--- config.mk ---
export PLATFORM = sky130hd
export DESIGN_NAME = tick_generator_flat
export DESIGN_NICKNAME = d
export VERILOG_FILES = /design/src/rtl/tick_generator_if.sv /design/src/rtl/tick_generator.sv /design/src/flat_wrapper.sv
export SDC_FILE = /design/constraint.sdc
export NUM_CORES = 1
export LEC_CHECK = 0
export CAP_MARGIN = 30
export CORE_MARGIN = 5
export CORE_UTILIZATION = 53
export CTS_BUF_LIST = sky130_fd_sc_hd__clkbuf_8 sky130_fd_sc_hd__clkbuf_16
export DETAILED_ROUTE_END_ITERATION = 8
export DONT_BUFFER_PORTS = 1
export PLACE_DENSITY = 0.75
export SLEW_MARGIN = 5
export SYNTH_ARGS = -nofsm -noshare
export SYNTH_HDL_FRONTEND = slang
export SYNTH_HIERARCHICAL = 1
export SYNTH_SLANG_ARGS = --single-unit
--- constraint.sdc ---
create_clock -name clk -period 5.9 [get_ports clk]
set_input_delay 0.295 -clock clk [delete_from_list [all_inputs] [get_ports clk]]
set_output_delay 0.295 -clock clk [all_outputs]
set_load 0.01 [all_outputs]
--- src/rtl/tick_generator_if.sv ---
// Control/status bundle for tick_generator: period programming, run controls
// and the per-channel tick/busy outputs.
interface tick_generator_if #(
  parameter int N_CHANNELS  = 4,
  parameter int COUNT_WIDTH = 25
);
  localparam int SEL_W = (N_CHANNELS > 1) ? $clog2(N_CHANNELS) : 1;

  logic [COUNT_WIDTH-1:0] period_in;
  logic [SEL_W-1:0]       chan_sel;
  logic                   load;
  logic [N_CHANNELS-1:0]  enable;
  logic [N_CHANNELS-1:0]  mode;
  logic [N_CHANNELS-1:0]  start;
  logic                   sync;
  logic [N_CHANNELS-1:0]  tick;
  logic [N_CHANNELS-1:0]  busy;

  modport master (
    output period_in, chan_sel, load, enable, mode, start, sync,
    input  tick, busy
  );

  modport slave (
    input  period_in, chan_sel, load, enable, mode, start, sync,
    output tick, busy
  );
endinterface

--- src/rtl/tick_generator.sv ---
// Multi-channel programmable tick generator: periodic or one-shot single-cycle
// enables, runtime-loadable periods, global phase-alignment strobe.
module tick_lane #(
  parameter int COUNT_WIDTH    = 25,
  parameter int DEFAULT_PERIOD = 25_000_000
) (
  input  logic                   clk,
  input  logic                   reset,
  input  logic                   sync,
  input  logic                   wr,
  input  logic [COUNT_WIDTH-1:0] period_in,
  input  logic                   enable,
  input  logic                   mode,
  input  logic                   start,
  output logic                   tick,
  output logic                   busy
);
  localparam logic [COUNT_WIDTH-1:0] DEF_P = COUNT_WIDTH'(DEFAULT_PERIOD);
  localparam logic [COUNT_WIDTH-1:0] ONE   = COUNT_WIDTH'(1);

  logic [COUNT_WIDTH-1:0] period, count, period_n;
  logic                   mode_q;
  logic                   mchg, st, run, wrap, restart;

  assign period_n = wr ? period_in : period;
  assign mchg     = mode != mode_q;
  assign st       = start && enable && mode;
  assign run      = enable && (period != '0) && (!mode || busy);
  // run already excludes period==0, so period-1 never underflows when used
  assign wrap     = run && (count == period - ONE);
  assign restart  = sync || mchg || wr || st;

  always_ff @(posedge clk) begin
    if (reset) begin
      period <= DEF_P;
      count  <= '0;
      tick   <= 1'b0;
      busy   <= 1'b0;
      mode_q <= mode;
    end else begin
      period <= period_n;
      mode_q <= mode;
      tick   <= wrap && !restart;
      if (restart || !run || wrap) count <= '0;
      else                         count <= count + ONE;
      // sync leaves busy untouched; everything else follows priority order
      if (!sync) begin
        if (mchg || !enable)  busy <= 1'b0;
        else if (!mode)       busy <= (period_n != '0);
        else if (st)          busy <= 1'b1;
        else if (wrap && !wr) busy <= 1'b0;
      end
    end
  end
endmodule

module tick_generator #(
  parameter int N_CHANNELS     = 4,
  parameter int COUNT_WIDTH    = 25,
  parameter int DEFAULT_PERIOD = 25_000_000
) (
  input  logic             clk,
  input  logic             reset,
  tick_generator_if.slave  bus
);
  localparam int SEL_W = (N_CHANNELS > 1) ? $clog2(N_CHANNELS) : 1;

  logic [N_CHANNELS-1:0] wr_sel, tick_v, busy_v;

  // out-of-range chan_sel matches no lane
  always_comb begin
    wr_sel = '0;
    for (int i = 0; i < N_CHANNELS; i++)
      wr_sel[i] = bus.load && (bus.chan_sel == SEL_W'(i));
  end

  for (genvar gi = 0; gi < N_CHANNELS; gi++) begin : g_lane
    tick_lane #(
      .COUNT_WIDTH    (COUNT_WIDTH),
      .DEFAULT_PERIOD (DEFAULT_PERIOD)
    ) u_lane (
      .clk       (clk),
      .reset     (reset),
      .sync      (bus.sync),
      .wr        (wr_sel[gi]),
      .period_in (bus.period_in),
      .enable    (bus.enable[gi]),
      .mode      (bus.mode[gi]),
      .start     (bus.start[gi]),
      .tick      (tick_v[gi]),
      .busy      (busy_v[gi])
    );
  end

  assign bus.tick = tick_v;
  assign bus.busy = busy_v;
endmodule

--- src/flat_wrapper.sv ---
// flat-port wrapper written by rule: the top's interface ports become plain ports
module tick_generator_flat 
#(
  parameter int N_CHANNELS     = 4,
  parameter int COUNT_WIDTH    = 25,
  parameter int DEFAULT_PERIOD = 25_000_000
)
  (clk, reset, bus_period_in, bus_chan_sel, bus_load, bus_enable, bus_mode, bus_start, bus_sync, bus_tick, bus_busy);
  tick_generator_if #(.N_CHANNELS(N_CHANNELS), .COUNT_WIDTH(COUNT_WIDTH)) bus_i ();
  input  logic clk;
  input  logic reset;
  input wire logic [$bits(bus_i.period_in)-1:0] bus_period_in;
  input wire logic [$bits(bus_i.chan_sel)-1:0] bus_chan_sel;
  input wire logic [$bits(bus_i.load)-1:0] bus_load;
  input wire logic [$bits(bus_i.enable)-1:0] bus_enable;
  input wire logic [$bits(bus_i.mode)-1:0] bus_mode;
  input wire logic [$bits(bus_i.start)-1:0] bus_start;
  input wire logic [$bits(bus_i.sync)-1:0] bus_sync;
  output wire logic [$bits(bus_i.tick)-1:0] bus_tick;
  output wire logic [$bits(bus_i.busy)-1:0] bus_busy;
  assign bus_i.period_in = bus_period_in;
  assign bus_i.chan_sel = bus_chan_sel;
  assign bus_i.load = bus_load;
  assign bus_i.enable = bus_enable;
  assign bus_i.mode = bus_mode;
  assign bus_i.start = bus_start;
  assign bus_i.sync = bus_sync;
  assign bus_tick = bus_i.tick;
  assign bus_busy = bus_i.busy;
  tick_generator #(.N_CHANNELS(N_CHANNELS), .COUNT_WIDTH(COUNT_WIDTH), .DEFAULT_PERIOD(DEFAULT_PERIOD)) u_core (.clk(clk), .reset(reset), .bus(bus_i));
endmodule
* Word-level counts from Yosys, hierarchy flattened
Index checks and enable logic that the tools add are counted.
Cells by class: add/sub/neg operators 8, $mul 0, divide/modulo/power cells 0, $lt $le $gt $ge 0, equal/unequal tests 15, shift operators 0, mux-type cells 20, bitwise logic cells 1, reductions and logical operators 97
Operator list (count):
- 25-bit nonzero test | 8
- 25-bit by 1-bit adder with 25-bit output (second input constant) | 4
- 25-bit == test | 4
- 25-bit 2-to-1 mux | 4
- 25-bit by 1-bit subtractor with 25-bit output (second input constant) | 4
- 1-bit logical AND | 32
- 1-bit logical OR | 28
- 1-bit zero test | 20
- 1-bit 2-to-1 mux | 16
- 4-bit by 1-bit inequality test with 1-bit output (second input constant) | 4
- 2-bit AND reduction | 4
- 2-bit OR reduction | 4
- 2-bit == test (second input constant) | 2
- 1-bit inequality test | 4
- 2-bit by 1-bit == test with 1-bit output (second input constant) | 1
- 2-bit zero test | 1
- 1-bit NOT | 1
Storage, ports and cells: register bits after elaboration 212, latch bits 0, RAM bits 0, bits in read-only memories 0, output and inout bits 8, word-level logic and storage cells 161, memories 0

* Depth between registers and ports, before layout
Gate-level depths: netlist of the first run.
depth in word-level cells 9, gate-level depth with buffers 11

* Cells and area by module
Netlist of the first run, hierarchy kept.
By module, submodules not included:
- tick_lane at u_core.g_lane[0].u_lane ... | instances 3, cells an instance 385, area each 3283.1 sq um
- tick_lane at u_core.g_lane[3].u_lane | instances 1, cells an instance 379, area each 3214.3 sq um
- tick_generator | instances 1, cells an instance 4, area each 37.5 sq um

* Worst setup path before layout of the first run
Ideal clock, no wire load.
path type reg-to-reg, from reg u_core.g_lane[3].u_lane.period[0], to reg u_core.g_lane[3].u_lane.count[11], library setup time 0.134 ns, arrival 2.985 ns, required time 5.766 ns, slack 2.780 ns, cell stages (with the launch flop) 12, period minus slack after synthesis 3.120 ns, path through dfxtp_1 buf_6 inv_1 ha_1 nor3b_1 nand4_1 nor3_1 mux2_2 or4_4 nor3_4 buf_6 nor3_1
Between the ends: word-level cells in the longest chain between the ends 7, elaborated cells on any way between the ends 10, classes of those cells add/sub: 1; eq/ne: 1; reduce/logical: 8
Ends and longest elaborated chain:
- start, declared | RTL line tick_generator.sv:21 | logic [COUNT_WIDTH-1:0] period, count, period_n;
- start signal, assigned | RTL line tick_generator.sv:41 | period <= period_n;
- parallel branches: the longest is 5 deep, another holds 25-bit by 1-bit subtractor with 25-bit output
- 1-bit logical OR * | RTL line tick_generator.sv:44 | if (restart || !run || wrap) count <= '0;
- 2-bit OR reduction (no line) *
- end signal, assigned | RTL line tick_generator.sv:45 | else count <= count + ONE;
- end, declared | RTL line tick_generator.sv:21
Mark *: on every way between the ends. A chain may end at the register's enable or synchronous reset.

* Final worst setup path of the first run
from reg u_core.g_lane[3].u_lane.period[0], to reg u_core.g_lane[3].u_lane.count[7]
Same word-level chain as after synthesis.

==> impl_metrics.ini, run 1 <==
[run_status]
status = complete, no violations

[global_route]
grt_pass1_vias = 11007
grt_use_total_pct = 25.3
antenna_found_initial = 0
grt_first_pass_wirelength_um = 59000
grt_overflow_total = 0
grt_max_degree = 66

[critical_path]
path_class = reg -> reg
r2r_end = u_core/g_lane[3].u_lane/count[7]$_SDFF_PP0_
cp_cell_sequence = inv_1 -> ha_1 -> nor3b_1 -> nand4_1 -> nor3_1 -> mux2_2 -> or4_4 -> nor3_4 -> buf_16 -> nor3_1
critical_path_required_ps = 6290
cp_slowest_cell = nor3b_1
crit_arrival_ps = 4140
critPathMaxFanout = 19
start_kind = flop
r2r_slack_ps = 2150
end_kind = flop
cp_common_cell = nor3_1
slowest_delay_ps = 760
rr_worst_depth = 10
r2r_start = u_core/g_lane[3].u_lane/period[0]$_SDFF_PP0_

[finish]
fill_cells = 2169
drive_above_1_share_pct = 6.97
antennaDiodeCount = 0
final_nets = 1582
final_cells = 1859
synthToLayoutAreaGrowth_pct = 8.22
regArea_sq_mm = 0.00424
multiInputGateArea_sq_mm = 0.00832

[clock_tree]
cts_tree = yes
hold_buffers = 32
cts_setup_buffers = 0
clock_sinks = 212
cts_buffer_depth = 3
cts.reportedPaths.clkPinSlew_ps = 60
h-tree-depth = 1
clockRootBuffer = clkbuf_16
cts_made_buffers = 23
clk_latency_ps = 530
ctsResizeCount = 0

[route]
wire_per_inst_um = 20.0
ant_nets = 0
drc_errors = 0
drt_pass1_iterations = 6
num_vias = 11646
viasPerCell = 6.26
drt_iter0_markers = 1206
routed_wl_um = 37200

[synth]
syn_area_sq_mm = 0.0131
yosysWarningCount = 6
yosysSeqAreaShare_pct = 32.4
synthCells = 1538
async_flop_share_pct = 0
syn_nets = 1593
synthFlopType = dfxtp_1
avgSynthCellArea_sq_um = 8.52
ys_types = 76
synth-seq-cells = 212
synth-edff-count = 0

[worst_hold_path]
hp-start = bus_sync
hold_path_end = u_core/g_lane[0].u_lane/busy$_SDFFE_PP0P_
hp-class = in -> reg
min_path_cells = 3

[sta]
grt_setup_unrepaired = false
report.final.slew_viol_count = 0
tightest_slew_ps = 957
hold_violations = 0
fin_crit_ps = 3750
slew_headroom_pct = 36.2
setup_tns_ps = 0
final-setup-viol-count = 0
fmax_ghz = 0.266
finalCritPeriodShare_pct = 63.6
skew_ps = 25.8

[floorplan]
floorplan.initialDensity_pct = 53.9
core-area_sq_mm = 0.0243
die-area_sq_mm = 0.0280
pin_count = 51
die_w_um = 167
rows = 57
fp.dieH_um = 167

[flow_run]
cap_violations = 0

[power_and_ir_drop]
p_leak_nw = 4.69
power_density_mw_per_mm2 = 219
total_power_mw = 3.10
peakVddDrop_mv = 0.162

[placement]
dp.cells = 1793
hpwl_um = 24500
io_buffers = 0
place_congestion = 0.978
layout by cell type (no fill, tap or decap), drive strengths merged, types with 6 or more instances in the layout:
master	count
dfxtp	212
nor2	146
nor3	135
nand2	105
xor2	105
xnor2	101
mux2i	90
nor4	78
nand3	65
inv	41
dlygate4sd3	31
nor2b	30
clkbuf	27
or4	26
or3	24
nand4	23
o21ai	21
a211oi	18
a21oi	17
nand2b	16
o211ai	14
and3	14
ha	12
a211o	11
or2	11
nand4b	11
and2	10
nor4b	9
nor3b	9
buf	7
o221a	6
o31a	6
o211a	6
nand3b	6
and4	6
a21o	6
a31oi	6
o21bai	6
metrics by stage:
step                utilization, %  cell area, sq um  hold WS, ps  setup WS, ps
floorplan                        -             13100          323          2780
global placement              54.0             13100          323          1890
detailed placement            54.2             13200          323          2150
CTS                           58.2             14200         15.0          2130
global route                  58.3             14200         26.8          1900
finish                        58.3             14200         25.3          2150
cell usage after synthesis, types with 10 or more instances:
master,instances,area share [%]
nand2_1,105,3.0
ha_1,12,1.1
nand2b_1,16,0.76
xnor2_1,101,6.8
nand4_1,23,1.1
nand3_1,65,2.5
inv_1,37,1.1
a211o_1,11,0.74
nor2_1,146,4.2
nor3_1,122,4.7
nand4b_1,10,0.67
or4_1,19,1.1
a211oi_1,15,0.86
o211ai_1,14,0.80
o21ai_0,21,0.80
and3_1,12,0.57
or3_1,23,1.1
xor2_1,105,7.0
nor4_1,71,3.4
a21oi_1,17,0.65
nor2b_1,30,1.4
or2_2,10,0.48
dfxtp_1,212,32
and2_1,10,0.48
clkbuf_1,38,1.1
nor3_2,12,0.92
mux2i_1,90,6.9
per-layer routing:
layer	GRT usage (%)	vias up	part of all wire, %
met4	7.16	2	2.9
met2	40.3	460	44
met1	33.9	5567	43
met3	6.88	84	10
met5	1.39	-	0.13
li1	-	5533	-
power breakdown:
group          internal [mW]  total, mW  switching (mW)
Clock                  0.744       1.31           0.567
Combinational          0.123      0.279           0.156
Sequential              1.46       1.51          0.0531
Total                   2.33       3.10           0.776
worst max path at each step:
stage / to / start / slack (ps) / cells after the start
finish: u_core/g_lane[3].u_lane/count[7]$_SDFF_PP0_ / u_core/g_lane[3].u_lane/period[0]$_SDFF_PP0_ / 2150 / 10
global route: u_core/g_lane[3].u_lane/count[18]$_SDFF_PP0_ / u_core/g_lane[3].u_lane/period[0]$_SDFF_PP0_ / 1900 / 10
global placement: u_core/g_lane[3].u_lane/tick$_SDFF_PP0_ / u_core/g_lane[3].u_lane/period[0]$_SDFF_PP0_ / 1890 / 9
CTS: u_core/g_lane[3].u_lane/count[17]$_SDFF_PP0_ / u_core/g_lane[3].u_lane/period[0]$_SDFF_PP0_ / 2130 / 10
detailed placement: u_core/g_lane[3].u_lane/count[17]$_SDFF_PP0_ / u_core/g_lane[3].u_lane/period[0]$_SDFF_PP0_ / 2150 / 10
floorplan: u_core/g_lane[3].u_lane/count[11]$_SDFF_PP0_ / u_core/g_lane[3].u_lane/period[0]$_SDFF_PP0_ / 2780 / 11
logic make-up (layout without fill, tap and decap cells):
logic type                 count (synthesis)  in the layout  share of synthesized area, %
AOI/OAI and AO/OA                        165            165                          9.75
xor gates and xnor gates                 206            206                          13.8
adders and majority gates                 12             12                          1.15
DFF                                      212            212                          32.4
and+or+nand+nor                          737            737                          31.5
muxes                                     95             95                          7.31
buffers and inverters                    111            108                          4.14
area by class of cell:
class	count	share of cell area, %
Sequential cell	212	29.9
Timing Repair Buffer	38	2.89
Inverter	37	0.980
Multi-Input combinational cell	1215	58.7
Clock inverter	6	0.176
Clock buffer	27	4.45
Tap cell	324	2.86
sequential cells by signal (all words and copies together) (netlist names):
register / flops
u_core/g_lane.u_lane/busy: 4
u_core/g_lane.u_lane/tick: 4
u_core/g_lane.u_lane/mode_q: 4
u_core/g_lane.u_lane/period: 100
u_core/g_lane.u_lane/count: 100
critical path: cells and delay by family (launching register included):
kind,cells,cell delay (ps)
DFF,1,390
buffers and inverters,2,330
adders and majority gates,1,210
and+or+nand+nor,6,2320
muxes,1,370
(Power assumes the default switching activity.)
==> run 2: changes to the inputs <==
==> constraint.sdc (replaced) <==
create_clock -name clk -period 3.5 [get_ports clk]
set_input_delay 0.175 -clock clk [delete_from_list [all_inputs] [get_ports clk]]
set_output_delay 0.175 -clock clk [all_outputs]
set_load 0.01 [all_outputs]
==> run 2 against run 1 <==
First-iteration DRC count is 5.6% lower. Die area stayed put. Flip-flop and latch count stayed put. Clock power is 98% higher. Clock skew is 15 ps lower. Critical path type unchanged. Critical endpoint is now u_core/g_lane[0].u_lane/count[10]$_SDFF_PP0_. Highest routed layer is now met4.
==> impl_metrics.ini, run 2 (synthesized netlist as in run 1, its figures left out) <==
[run_status]
status = complete, no violations

[placement]
io_buffers = 0
hpwl_um = 24900
pre_cts_slack_ps = 301
place_congestion = 0.916

[worst_hold_path]
min_path_cells = 2
hp-class = in -> reg
hold_path_end = u_core/g_lane[2].u_lane/period[17]$_SDFF_PP0_
hp-start = reset

[floorplan]
die-area_sq_mm = 0.0280
pin_count = 51
floorplan.initialDensity_pct = 53.9
fp.dieH_um = 167
rows = 57
core-area_sq_mm = 0.0243
die_w_um = 167

[global_route]
grt_overflow_total = 0
grt.busiest_layer = met2
grt_first_pass_wirelength_um = 60500
grt_max_degree = 76
grt_pass1_vias = 11299
gr-usage-met1_pct = 34.6
grt_use_total_pct = 25.8
use_met2_pct = 41.5
grtUsageMet3_pct = 6.06
antenna_found_initial = 0

[finish]
final_common_cell = dfxtp_1
layout_common_cells = dfxtp_1 (212), nor2_1 (146), nor3_1 (122), nand2_1 (105), xor2_1 (105)
final_nets = 1605
reg_top3 = u_core/g_lane.u_lane/count: 100 flops, u_core/g_lane.u_lane/period: 100 flops
drive_above_1_share_pct = 8.74
fin_util_pct = 59.7
synthToLayoutAreaGrowth_pct = 10.9

[power_and_ir_drop]
power_density_mw_per_mm2 = 388
peakVddDrop_mv = 0.284
p_leak_nw = 4.87
total_power_mw = 5.64

[sta]
final-setup-viol-count = 0
finalCritPeriodShare_pct = 92.3
worst_slack_ps = 269
fin_crit_ps = 3230
tightest_slew_ps = 951
hold_violations = 0
hold_slack_ps = 13.2
skew_ps = 10.5
report.final.slew_viol_count = 0
setup_tns_ps = 0
fmax_ghz = 0.309
grt_setup_unrepaired = false
slew_headroom_pct = 36.6

[clock_tree]
h-tree-depth = 1
clockRootBuffer = clkbuf_16
cts_tree = yes
cts_buffer_depth = 3
clk_latency_ps = 520
cts_made_buffers = 24
clock_sinks = 212
cts.reportedPaths.clkPinSlew_ps = 60

[critical_path]
critical_path_required_ps = 3860
path_class = reg -> reg
end_kind = flop
crit_arrival_ps = 3590
r2r_end = u_core/g_lane[0].u_lane/count[10]$_SDFF_PP0_
start_kind = flop
critPathMaxFanout = 26
r2r_slack_ps = 270
r2r_start = u_core/g_lane[0].u_lane/period[0]$_SDFF_PP0_
rr_worst_depth = 10

[route]
viasPerCell = 6.18
wire_per_inst_um = 19.8
num_vias = 11698
routed_wl_um = 37500
drt_iter0_markers = 1138
drt_pass1_iterations = 8
ant_nets = 0
drc_errors = 0

[flow_run]
cap_violations = 0
==> run 2: layer usage <==
metal,wire (um),up-vias
li1,-,5616
met1,16000,5508
met2,16700,465
met3,3450,109
met4,1230,0
met5,0,-
==> run 2: how the worst max path moves through the flow <==
| stage | end | cells past startpoint | slack [ps] | start |
|---|---|---|---|---|
| global route | u_core/g_lane[2].u_lane/tick$_SDFF_PP0_ | 10 | 40 | u_core/g_lane[2].u_lane/period[0]$_SDFF_PP0_ |
| global placement | u_core/g_lane[0].u_lane/count[1]$_SDFF_PP0_ | 10 | 410 | u_core/g_lane[0].u_lane/period[0]$_SDFF_PP0_ |
| finish | u_core/g_lane[0].u_lane/count[10]$_SDFF_PP0_ | 10 | 270 | u_core/g_lane[0].u_lane/period[0]$_SDFF_PP0_ |
| floorplan | u_core/g_lane[3].u_lane/count[11]$_SDFF_PP0_ | 11 | 380 | u_core/g_lane[3].u_lane/period[0]$_SDFF_PP0_ |
| detailed placement | u_core/g_lane[0].u_lane/count[10]$_SDFF_PP0_ | 11 | 300 | u_core/g_lane[0].u_lane/period[0]$_SDFF_PP0_ |
| CTS | u_core/g_lane[0].u_lane/count[10]$_SDFF_PP0_ | 11 | 270 | u_core/g_lane[0].u_lane/period[0]$_SDFF_PP0_ |
==> run 2: through the flow <==
step,std cells,instance area [sq um]
3_5_place_dp,1811,13300
2_1_floorplan,1538,13100
6_report,1893,14500
3_3_place_gp,1811,13300
4_1_cts,1892,14500
5_1_grt,1892,14500
==> run 2: cell type report <==
class / count / area (sq um)
fillers: 2120 / 9790
diodes: 1 / 2.50
flip-flops and latches: 212 / 4240
multi-input cells: 1215 / 8330
clock buffers: 34 / 749
inverters: 37 / 139
repair buffers: 60 / 573
well taps: 324 / 405
clock inverters: 10 / 82.6
==> run 2: report_power, final <==
| group | leakage (nW) | internal (mW) | switching, mW |
|---|---|---|---|
| clock | 0.429 | 1.56 | 1.03 |
| sequential | 1.72 | 2.46 | 0.0900 |
| combinational | 2.72 | 0.223 | 0.273 |
| total | 4.87 | 4.25 | 1.39 |
==> run 2: critical path, cell delays in order, from the launching register on <==
cell and delay (ps):
dfxtp_1 360, inv_1 100, ha_1 250, or3b_2 510, nor4_1 280, xnor2_1 150
o21ai_0 120, or4b_2 720, nor4_4 150, buf_4 320, nor3_1 90
==> run 2: what timing repair did <==
item	in CTS	in global routing
setup endpoints to repair	0	20
resized for setup	0	1
hold buffers	37	0
setup buffers	0	0
hold endpoints to repair	112	0
